## src/rtl/mips_pipe_pkg.sv

```systemverilog
// Shared MIPS pipeline definitions: default widths, the $0 register index and
// the MEM/WB payload layout carried through the write-back skid register.
package mips_pipe_pkg;

    localparam int DEF_DATA_W = 32;
    localparam int DEF_REG_W  = 5;

    localparam logic [DEF_REG_W-1:0] REG_ZERO = '0;

    // "reg" is a keyword, so the destination index field is regAddr
    typedef struct packed {
        logic [DEF_DATA_W-1:0] data;
        logic [DEF_REG_W-1:0]  regAddr;
        logic                  wen;
    } mem_wb_payload_t;

endpackage

```

## src/rtl/mem_wb_skid_register_if.sv

```systemverilog
// MEM/WB bundle: Memory-side handshake and operands, write-back-side handshake
// and payload, plus the stall counter. slave = the register, master = its environment.
interface mem_wb_skid_register_if
    import mips_pipe_pkg::*;
#(
    parameter int DATA_W = DEF_DATA_W,
    parameter int REG_W  = DEF_REG_W
) ();

    logic              MemValidIn;
    logic              MemReadyOut;
    logic [DATA_W-1:0] LoadDataIn;
    logic [DATA_W-1:0] ALUResultIn;
    logic [REG_W-1:0]  WriteRegIn;
    logic              RegWriteIn;
    logic              MemToRegIn;
    logic              FlushIn;
    logic              WBValidOut;
    logic              WBReadyIn;
    logic [DATA_W-1:0] WBDataOut;
    logic [REG_W-1:0]  WBRegOut;
    logic              WBRegWriteOut;
    logic [31:0]       StallCountOut;

    modport slave (
        input  MemValidIn, LoadDataIn, ALUResultIn, WriteRegIn, RegWriteIn,
               MemToRegIn, FlushIn, WBReadyIn,
        output MemReadyOut, WBValidOut, WBDataOut, WBRegOut, WBRegWriteOut,
               StallCountOut
    );

    modport master (
        output MemValidIn, LoadDataIn, ALUResultIn, WriteRegIn, RegWriteIn,
               MemToRegIn, FlushIn, WBReadyIn,
        input  MemReadyOut, WBValidOut, WBDataOut, WBRegOut, WBRegWriteOut,
               StallCountOut
    );

endinterface

```

## src/rtl/mem_wb_skid_register_pipe_skid_buf.sv

```systemverilog
// Generic two-entry valid/ready skid buffer: main entry drives the outputs,
// skid entry absorbs one extra accept so upReady can be a pure register.
module pipe_skid_buf #(
    parameter int W = 8
) (
    input  logic         Clk,
    input  logic         Rst_n,
    input  logic         flush,
    input  logic         upValid,
    output logic         upReady,
    input  logic [W-1:0] upData,
    output logic         downValid,
    input  logic         downReady,
    output logic [W-1:0] downData
);

    // bit0 = main entry valid, bit1 = skid entry valid
    typedef enum logic [1:0] {
        EMPTY = 2'b00,
        ONE   = 2'b01,
        FULL  = 2'b11
    } skid_state_t;

    skid_state_t  stateReg, stateNext;
    logic         readyReg;
    logic [W-1:0] mainReg, skidReg;
    logic         accept, deliver;
    logic         loadMain, loadSkid, moveSkid;

    assign accept    = upValid && readyReg;
    assign deliver   = (stateReg != EMPTY) && downReady;
    assign upReady   = readyReg;
    assign downValid = (stateReg != EMPTY);
    assign downData  = mainReg;

    always_ff @(posedge Clk or negedge Rst_n) begin
        if (!Rst_n) begin
            stateReg <= EMPTY;
        end else begin
            stateReg <= stateNext;
        end
    end

    always_comb begin
        stateNext = stateReg;
        loadMain  = 1'b0;
        loadSkid  = 1'b0;
        moveSkid  = 1'b0;
        case (stateReg)
            EMPTY: begin
                if (accept) begin
                    stateNext = ONE;
                    loadMain  = 1'b1;
                end
            end
            ONE: begin
                if (accept && !deliver) begin
                    stateNext = FULL;
                    loadSkid  = 1'b1;
                end else if (accept) begin
                    loadMain  = 1'b1;
                end else if (deliver) begin
                    stateNext = EMPTY;
                end
            end
            FULL: begin
                if (deliver) begin
                    stateNext = ONE;
                    moveSkid  = 1'b1;
                end
            end
            default: stateNext = EMPTY;
        endcase
        // Flush overrides everything, including an accept in the same cycle
        if (flush) begin
            stateNext = EMPTY;
            loadMain  = 1'b0;
            loadSkid  = 1'b0;
            moveSkid  = 1'b0;
        end
    end

    always_ff @(posedge Clk or negedge Rst_n) begin
        if (!Rst_n) begin
            readyReg <= 1'b1;
            mainReg  <= '0;
            skidReg  <= '0;
        end else begin
            readyReg <= (stateNext != FULL);
            if (loadMain) begin
                mainReg <= upData;
            end else if (moveSkid) begin
                mainReg <= skidReg;
            end
            if (loadSkid) begin
                skidReg <= upData;
            end
        end
    end

endmodule

```

## src/rtl/mem_wb_skid_register.sv

```systemverilog
// Elastic MEM/WB register: write-back select, $0 masking, skid buffering.
// Define MEM_WB_STALL_CNT_EN to enable the saturating back-pressure counter.
module mem_wb_skid_register
    import mips_pipe_pkg::*;
#(
    parameter int DATA_W = DEF_DATA_W,
    parameter int REG_W  = DEF_REG_W
) (
    input  logic                    Clk,
    input  logic                    Rst_n,
    mem_wb_skid_register_if.slave   bus
);

    localparam logic [REG_W-1:0] REG_ZERO_W = REG_W'(REG_ZERO);

    logic [DATA_W-1:0] selData;
    logic              selWen;
    mem_wb_payload_t   inPayload, outPayload;
    logic              downValid;

    assign selData = bus.MemToRegIn ? bus.LoadDataIn : bus.ALUResultIn;
    assign selWen  = bus.RegWriteIn && (bus.WriteRegIn != REG_ZERO_W);

    always_comb begin
        inPayload         = '0;
        inPayload.data    = selData;
        inPayload.regAddr = bus.WriteRegIn;
        inPayload.wen     = selWen;
    end

    pipe_skid_buf #(
        .W($bits(mem_wb_payload_t))
    ) u_skid (
        .Clk       (Clk),
        .Rst_n     (Rst_n),
        .flush     (bus.FlushIn),
        .upValid   (bus.MemValidIn),
        .upReady   (bus.MemReadyOut),
        .upData    (inPayload),
        .downValid (downValid),
        .downReady (bus.WBReadyIn),
        .downData  (outPayload)
    );

    assign bus.WBValidOut    = downValid;
    assign bus.WBDataOut     = outPayload.data;
    assign bus.WBRegOut      = outPayload.regAddr;
    assign bus.WBRegWriteOut = outPayload.wen;

`ifdef MEM_WB_STALL_CNT_EN
    logic [31:0] stallCountReg;

    // Survives flush on purpose; only reset clears it
    always_ff @(posedge Clk or negedge Rst_n) begin
        if (!Rst_n) begin
            stallCountReg <= '0;
        end else if (downValid && !bus.WBReadyIn && (stallCountReg != 32'hFFFF_FFFF)) begin
            stallCountReg <= stallCountReg + 32'd1;
        end
    end

    assign bus.StallCountOut = stallCountReg;
`else
    assign bus.StallCountOut = 32'd0;
`endif

endmodule

```

## src/flat_wrapper.sv

```systemverilog
// flat-port wrapper written by rule: the top's interface ports become plain ports
module mem_wb_skid_register_flat import mips_pipe_pkg::*;
#(
    parameter int DATA_W = DEF_DATA_W,
    parameter int REG_W  = DEF_REG_W
)
  (Clk, Rst_n, bus_MemValidIn, bus_LoadDataIn, bus_ALUResultIn, bus_WriteRegIn, bus_RegWriteIn, bus_MemToRegIn, bus_FlushIn, bus_WBReadyIn, bus_MemReadyOut, bus_WBValidOut, bus_WBDataOut, bus_WBRegOut, bus_WBRegWriteOut, bus_StallCountOut);
  mem_wb_skid_register_if #(.DATA_W(DATA_W), .REG_W(REG_W)) bus_i ();
  input  logic Clk;
  input  logic Rst_n;
  input wire logic [$bits(bus_i.MemValidIn)-1:0] bus_MemValidIn;
  input wire logic [$bits(bus_i.LoadDataIn)-1:0] bus_LoadDataIn;
  input wire logic [$bits(bus_i.ALUResultIn)-1:0] bus_ALUResultIn;
  input wire logic [$bits(bus_i.WriteRegIn)-1:0] bus_WriteRegIn;
  input wire logic [$bits(bus_i.RegWriteIn)-1:0] bus_RegWriteIn;
  input wire logic [$bits(bus_i.MemToRegIn)-1:0] bus_MemToRegIn;
  input wire logic [$bits(bus_i.FlushIn)-1:0] bus_FlushIn;
  input wire logic [$bits(bus_i.WBReadyIn)-1:0] bus_WBReadyIn;
  output wire logic [$bits(bus_i.MemReadyOut)-1:0] bus_MemReadyOut;
  output wire logic [$bits(bus_i.WBValidOut)-1:0] bus_WBValidOut;
  output wire logic [$bits(bus_i.WBDataOut)-1:0] bus_WBDataOut;
  output wire logic [$bits(bus_i.WBRegOut)-1:0] bus_WBRegOut;
  output wire logic [$bits(bus_i.WBRegWriteOut)-1:0] bus_WBRegWriteOut;
  output wire logic [$bits(bus_i.StallCountOut)-1:0] bus_StallCountOut;
  assign bus_i.MemValidIn = bus_MemValidIn;
  assign bus_i.LoadDataIn = bus_LoadDataIn;
  assign bus_i.ALUResultIn = bus_ALUResultIn;
  assign bus_i.WriteRegIn = bus_WriteRegIn;
  assign bus_i.RegWriteIn = bus_RegWriteIn;
  assign bus_i.MemToRegIn = bus_MemToRegIn;
  assign bus_i.FlushIn = bus_FlushIn;
  assign bus_i.WBReadyIn = bus_WBReadyIn;
  assign bus_MemReadyOut = bus_i.MemReadyOut;
  assign bus_WBValidOut = bus_i.WBValidOut;
  assign bus_WBDataOut = bus_i.WBDataOut;
  assign bus_WBRegOut = bus_i.WBRegOut;
  assign bus_WBRegWriteOut = bus_i.WBRegWriteOut;
  assign bus_StallCountOut = bus_i.StallCountOut;
  mem_wb_skid_register #(.DATA_W(DATA_W), .REG_W(REG_W)) u_core (.Clk(Clk), .Rst_n(Rst_n), .bus(bus_i));
endmodule
```

## config.mk

```make
export PLATFORM = sky130hd
export DESIGN_NAME = mem_wb_skid_register_flat
export DESIGN_NICKNAME = d
export VERILOG_FILES = /design/src/rtl/mips_pipe_pkg.sv /design/src/rtl/mem_wb_skid_register_if.sv /design/src/rtl/mem_wb_skid_register_pipe_skid_buf.sv /design/src/rtl/mem_wb_skid_register.sv /design/src/flat_wrapper.sv
export SDC_FILE = /design/constraint.sdc
export NUM_CORES = 1
export LEC_CHECK = 0
export BUFFER_PORTS_ARGS = -buffer_cell sky130_fd_sc_hd__buf_2
export CORE_MARGIN = 4
export CORE_UTILIZATION = 40
export CTS_BUF_LIST = sky130_fd_sc_hd__clkbuf_4
export DETAILED_ROUTE_END_ITERATION = 8
export PLACE_DENSITY = 0.67
export SLEW_MARGIN = 30
export SYNTH_ARGS = -nofsm -noshare
export SYNTH_HDL_FRONTEND = slang
export SYNTH_SLANG_ARGS = --single-unit
```

## constraint.sdc

```tcl
create_clock -name Clk -period 2.1 [get_ports Clk]
set_input_delay 0.42 -clock Clk [delete_from_list [all_inputs] [get_ports Clk]]
set_output_delay 0.42 -clock Clk [all_outputs]
set_load 0.01 [all_outputs]
```

# == Word level (Yosys, flattened, before mapping) ==
# Cells that the tools add are included.
# op_classes
eq_ne,3
n_mux,20
n_reduce_logical,9
# ops
cell,n
2-to-1 mux 38 bit,2
2-to-1 mux 32 bit,1
2-to-1 mux 2 bit,6
2-to-1 mux 1 bit,9
one-hot mux 2 bit (3 select lines),1
nonzero test 5 bit,1
logical AND 1 bit,4
nonzero test 2 bit,2
"== test 2 x 1 -> 1 bit, second input constant",1
"== test 2 bit, second input constant",1
logical NOT 2 bit,1
"inequality test 2 bit, second input constant",1
one-hot mux 1 bit (2 select lines),1
logical NOT 1 bit,1
# word_totals
regBits,79
in_bits,76
output_inout_bits,72
elab_cells,36

# == Depth between registers and ports, before layout ==
# logic_depth
depth_word,8
mapped_depth,6

# == Hierarchy ==
# Synthesis repeated with hierarchy kept, for this count alone.
# unflattened
cells_unflattened,294
area_unflattened_um2,3980.1
# modules_own_cells
mod,instances,cells_each,area_each_um2,seq_area_each_um2
pipe_skid_buf,1,223,3333.2,1978.1
mem_wb_skid_register,1,71,646.9,0.0

# == Worst setup path before layout ==
# OpenSTA, ideal clock, no wires.
# synth_path
path_type,reg2reg
startpoint,reg u_core.u_skid.readyReg (netlist: u_core.u_skid.upReady)
endpoint,reg u_core.u_skid.skidReg[23]
setup_time_ns,0.125
t_arrival_ns,1.774
required_ns,1.975
slack_ns,0.201
path_stages_with_launch,6
period_less_slack_ns,1.899
path_cell_list,dfstp_2 -> nand3b_4 -> or4b_1 -> buf_6 -> buf_6 -> mux2_4
# synth_via
elab_chain_cells,5
# synth_lines
element,line,source
start: declaration,mem_wb_skid_register_pipe_skid_buf.sv:25,logic readyReg;
start signal: assignment,mem_wb_skid_register_pipe_skid_buf.sv:89,readyReg <= (stateNext != FULL);
logical AND 1 bit,mem_wb_skid_register_pipe_skid_buf.sv:30,assign accept = upValid && readyReg;
logical AND 1 bit,mem_wb_skid_register_pipe_skid_buf.sv:57,if (accept && !deliver) begin
2-to-1 mux 1 bit,mem_wb_skid_register_pipe_skid_buf.sv:57,
2-to-1 mux 1 bit,mem_wb_skid_register_pipe_skid_buf.sv:49,case (stateReg)
2-to-1 mux 1 bit,mem_wb_skid_register_pipe_skid_buf.sv:75,if (flush) begin
end signal: assignment,mem_wb_skid_register_pipe_skid_buf.sv:96,skidReg <= upData;
end: declaration,mem_wb_skid_register_pipe_skid_buf.sv:26,"logic [W-1:0] mainReg, skidReg;"
# No other way between the ends.
# A chain may end at the register's enable or synchronous reset.

# == Worst setup path in the final report ==
# layout_path
startpoint,reg u_core.u_skid.readyReg (netlist: u_core.u_skid.upReady)
endpoint,reg u_core.u_skid.skidReg[35]
# The elaborated chain is that of the path after synthesis.

==> reports/qor.txt <==
========================================================================================================
Outcome                                                                                     finished, final reports clean
Die height                                                                                        109 um
Class of the most critical hold timing path                                                    in -> reg
HPWL after detailed placement                                                                    5910 um
Remaining antenna violation count                                                                      0
Worst-skew pair later-pin latency                                                                0.40 ns
Growth of design area from synthesis to finish                                                     19.5%
Pin count of the biggest net entering global routing                                                  80
Nets                                                                                                 521
Worst EP arrival                                                                                 2.26 ns
Clock Root Buffer                                                                               clkbuf_4
Routability congestion estimate from global placement                                              0.718
Standard cell core area                                                                        9860 um^2
Number of violations of the max-capacitance limit                                                      0
Classification of the worst setup path                                                        reg -> reg
Required time reported for the critical path endpoint                                            2.39 ns
Cell Area, Placed                                                                              4730 um^2
Number of synthesized register bits                                                                   79
Clock tree sinks                                                                                      79
Launching instance or port of the critical path                                             u_core.u_skid.upReady
Die Footprint                                                                                 11900 um^2
Fraction of layout instances using a drive strength above 1                                        45.6%
Setup TNS                                                                                           0 ns
Vias in the first global route                                                                      2828
Avg Vias per Cell                                                                                   4.95
Type of element launching the critical path                                                     register
Register-to-register setup slack                                                                 0.13 ns
Routed length on met2                                                                            4350 um
Maximum fanout along the worst path                                                                   38
Worst path setup slack after routing                                                            0.129 ns
Drt total wl                                                                                     9070 um
Standard-cell row count                                                                               36
Cell area after technology mapping                                                             4100 um^2
H-tree depth                                                                                           3
Post-synthesis cell count                                                                            337
Design Area, Final                                                                             4900 um^2
Antenna diode instance count                                                                           0
Number of enable flip-flop cells after synthesis                                                       0
Clk buf depth                                                                                          2
Number of antenna violations at the first check in global routing                                      1
Uppermost signal routing layer after detailed routing                                               met5
Origin of the critical flop-to-flop path                                                    u_core.u_skid.upReady
Routed metal-1 wirelength                                                                        4010 um
Number of filler instances in the final layout                                                       924
Initial DRC count                                                                                    106
Final number of max-transition violations                                                              0
Final setup fails                                                                                      0
Count of unique library cells instantiated by Yosys                                                   25
Area taken by flip-flops and latches                                                           1980 um^2
Clock Skew                                                                                     0.0133 ns
Syn_area_per_cell                                                                              12.2 um^2
Length of the first detailed-routing pass in iterations                                                4
Total area of multi-input combinational cells                                                  1850 um^2
CTS Buf Count                                                                                          9
YS warnings                                                                                            0
Global-route wire length before repair                                                          14000 um
Period minus WS final                                                                            1.97 ns
Total power divided by cell area                                                             820 nW/um^2
Worst Setup End Kind                                                                            register
RSZ-0062 raised after global routing                                                               false
Congestion Overflow GR                                                                                 0
Cell Count Post-Placement                                                                            566
Portion of the clock cycle consumed by the worst path in the final layout                          93.9%
Setup Slack @ Placement                                                                         0.136 ns
DRC violations left                                                                                    0
Worst vdd rail ir drop                                                                            403 uV
CTS-repair resized insts                                                                               0
Wire length on met3                                                                               638 um
Final cell count without fillers                                                                     583
Effective utilization at floorplan                                                                 41.6%
I/O pin cnt                                                                                          148
Reported leakage power                                                                        0.00261 uW
Post-CTS clock slew at the launch and capture registers of the worst setup and hold paths        0.12 ns
CTS tree                                                                                             yes
Total routing usage reported by global routing                                                     15.1%
Fmax                                                                                             507 MHz
Most used DFF post-synth                                                                         dfrtp_1
Fraction of registers with async set or reset after synthesis                                       100%
Sequential fraction of the synthesis area                                                          48.2%
Routed vias                                                                                         2888
Final number of hold-violating endpoints                                                               0
Count of buffers from port buffering                                                                 115
DIE WIDTH                                                                                         109 um
Buffer count from post-CTS setup fixing                                                                0
Routed len/inst                                                                                  15.6 um
Hold Crit Start                                                                             bus_WriteRegIn[3]
========================================================================================================
-- what timing repair did --
item                                    CTS  global route
hold buffers                              0             1
endpoints found under the hold margin     0             2
endpoints found under the setup margin    0             0
-- cell type report --
class,count,area share (%)
repair buffers,125,14.7
well taps,133,3.39
clock buffers,10,1.53
inverters,8,0.613
flip-flops and latches,79,40.4
multi-input cells,222,37.7
clock inverters,6,1.74
-- per-stage QoR --
stage / utilization, % / hold WS, ns / power (uW)
floorplan: - / 0.124 / 2700
global placement: 48.0 / 0.472 / 3010
detailed placement: 48.0 / 0.481 / 3060
CTS: 49.6 / 0.00327 / 4070
global route: 49.7 / 0.251 / 4270
finish: 49.7 / 0.284 / 4020
-- where the power goes --
part | leakage [uW] | switching, uW | internal (uW)
Sequential | 0.000919 | 183 | 1870
Clock | 0.0000840 | 517 | 493
Combinational | 0.00161 | 445 | 518
Total | 0.00261 | 1140 | 2880
-- synthesized netlist by cell type, types with 2 or more instances --
master    count  share of area [%]
dfrtp_1      78                 48
o21ai_0       2               0.24
mux2_2       45                 12
mux2i_1      53                 13
clkbuf_1     16                1.5
buf_4        32                5.9
buf_1         2               0.18
buf_6         3               0.82
nor4_1       32                4.9
a21oi_1      34                4.1
buf_2         6               0.73
mux2_4       14                5.1
inv_1         8               0.73
-- flip-flops by register name, indices dropped and copies added, names as in the netlist --
register	cells
u_core.u_skid.stateReg	2
u_core.u_skid.skidReg	38
u_core.u_skid.upReady	1
u_core.u_skid.downData	38
-- cells by family after synthesis --
| group | after synthesis | share of synthesized area, % |
|---|---|---|
| AOI/OAI and AO/OA | 38 | 4.82 |
| buffers and inverters | 67 | 9.79 |
| DFF | 79 | 48.2 |
| muxes | 112 | 30.4 |
| other | 1 | 0.0914 |
| and+or+nand+nor | 40 | 6.71 |
-- routing by layer --
layer | GRT usage [%] | vias to the layer above
li1 | - | 1382
met1 | 19.6 | 1391
met2 | 25.1 | 104
met3 | 3.29 | 9
met4 | 4.72 | 2
met5 | 0 | -
-- final timing paths --
check,cells past startpoint,end
max in group asynchronous,3,u_core.u_skid.upReady
worst min register to register,1,u_core.u_skid.skidReg[1]
worst max-delay path,4,u_core.u_skid.skidReg[35]
worst min-delay path,2,u_core.u_skid.skidReg[4]
min in group asynchronous,3,u_core.u_skid.downData[37]
worst max register to register,4,u_core.u_skid.skidReg[35]
-- critical path, stage by stage (launching register included) --
cell	delay, ns
dfstp_2	0.58
nand3b_4	0.08
or4b_2	0.65
buf_12	0.23
mux2_4	0.32
-- layout by cell type (no fill, tap or decap), types with 2 or more instances in the layout --
| cell | netlist | routed |
|---|---|---|
| bufinv_16 | 0 | 2 |
| conb_1 | 1 | 32 |
| buf_4 | 32 | 5 |
| inv_1 | 8 | 8 |
| mux2i_1 | 53 | 53 |
| nor4_1 | 32 | 32 |
| o21ai_0 | 2 | 2 |
| or4b_2 | 1 | 2 |
| dfrtp_1 | 78 | 78 |
| buf_12 | 0 | 5 |
| clkbuf_4 | 0 | 10 |
| mux2_2 | 45 | 45 |
| a21oi_1 | 34 | 34 |
| mux2_4 | 14 | 14 |
| buf_2 | 6 | 114 |
Note: power is estimated with default switching activity, not from simulation.
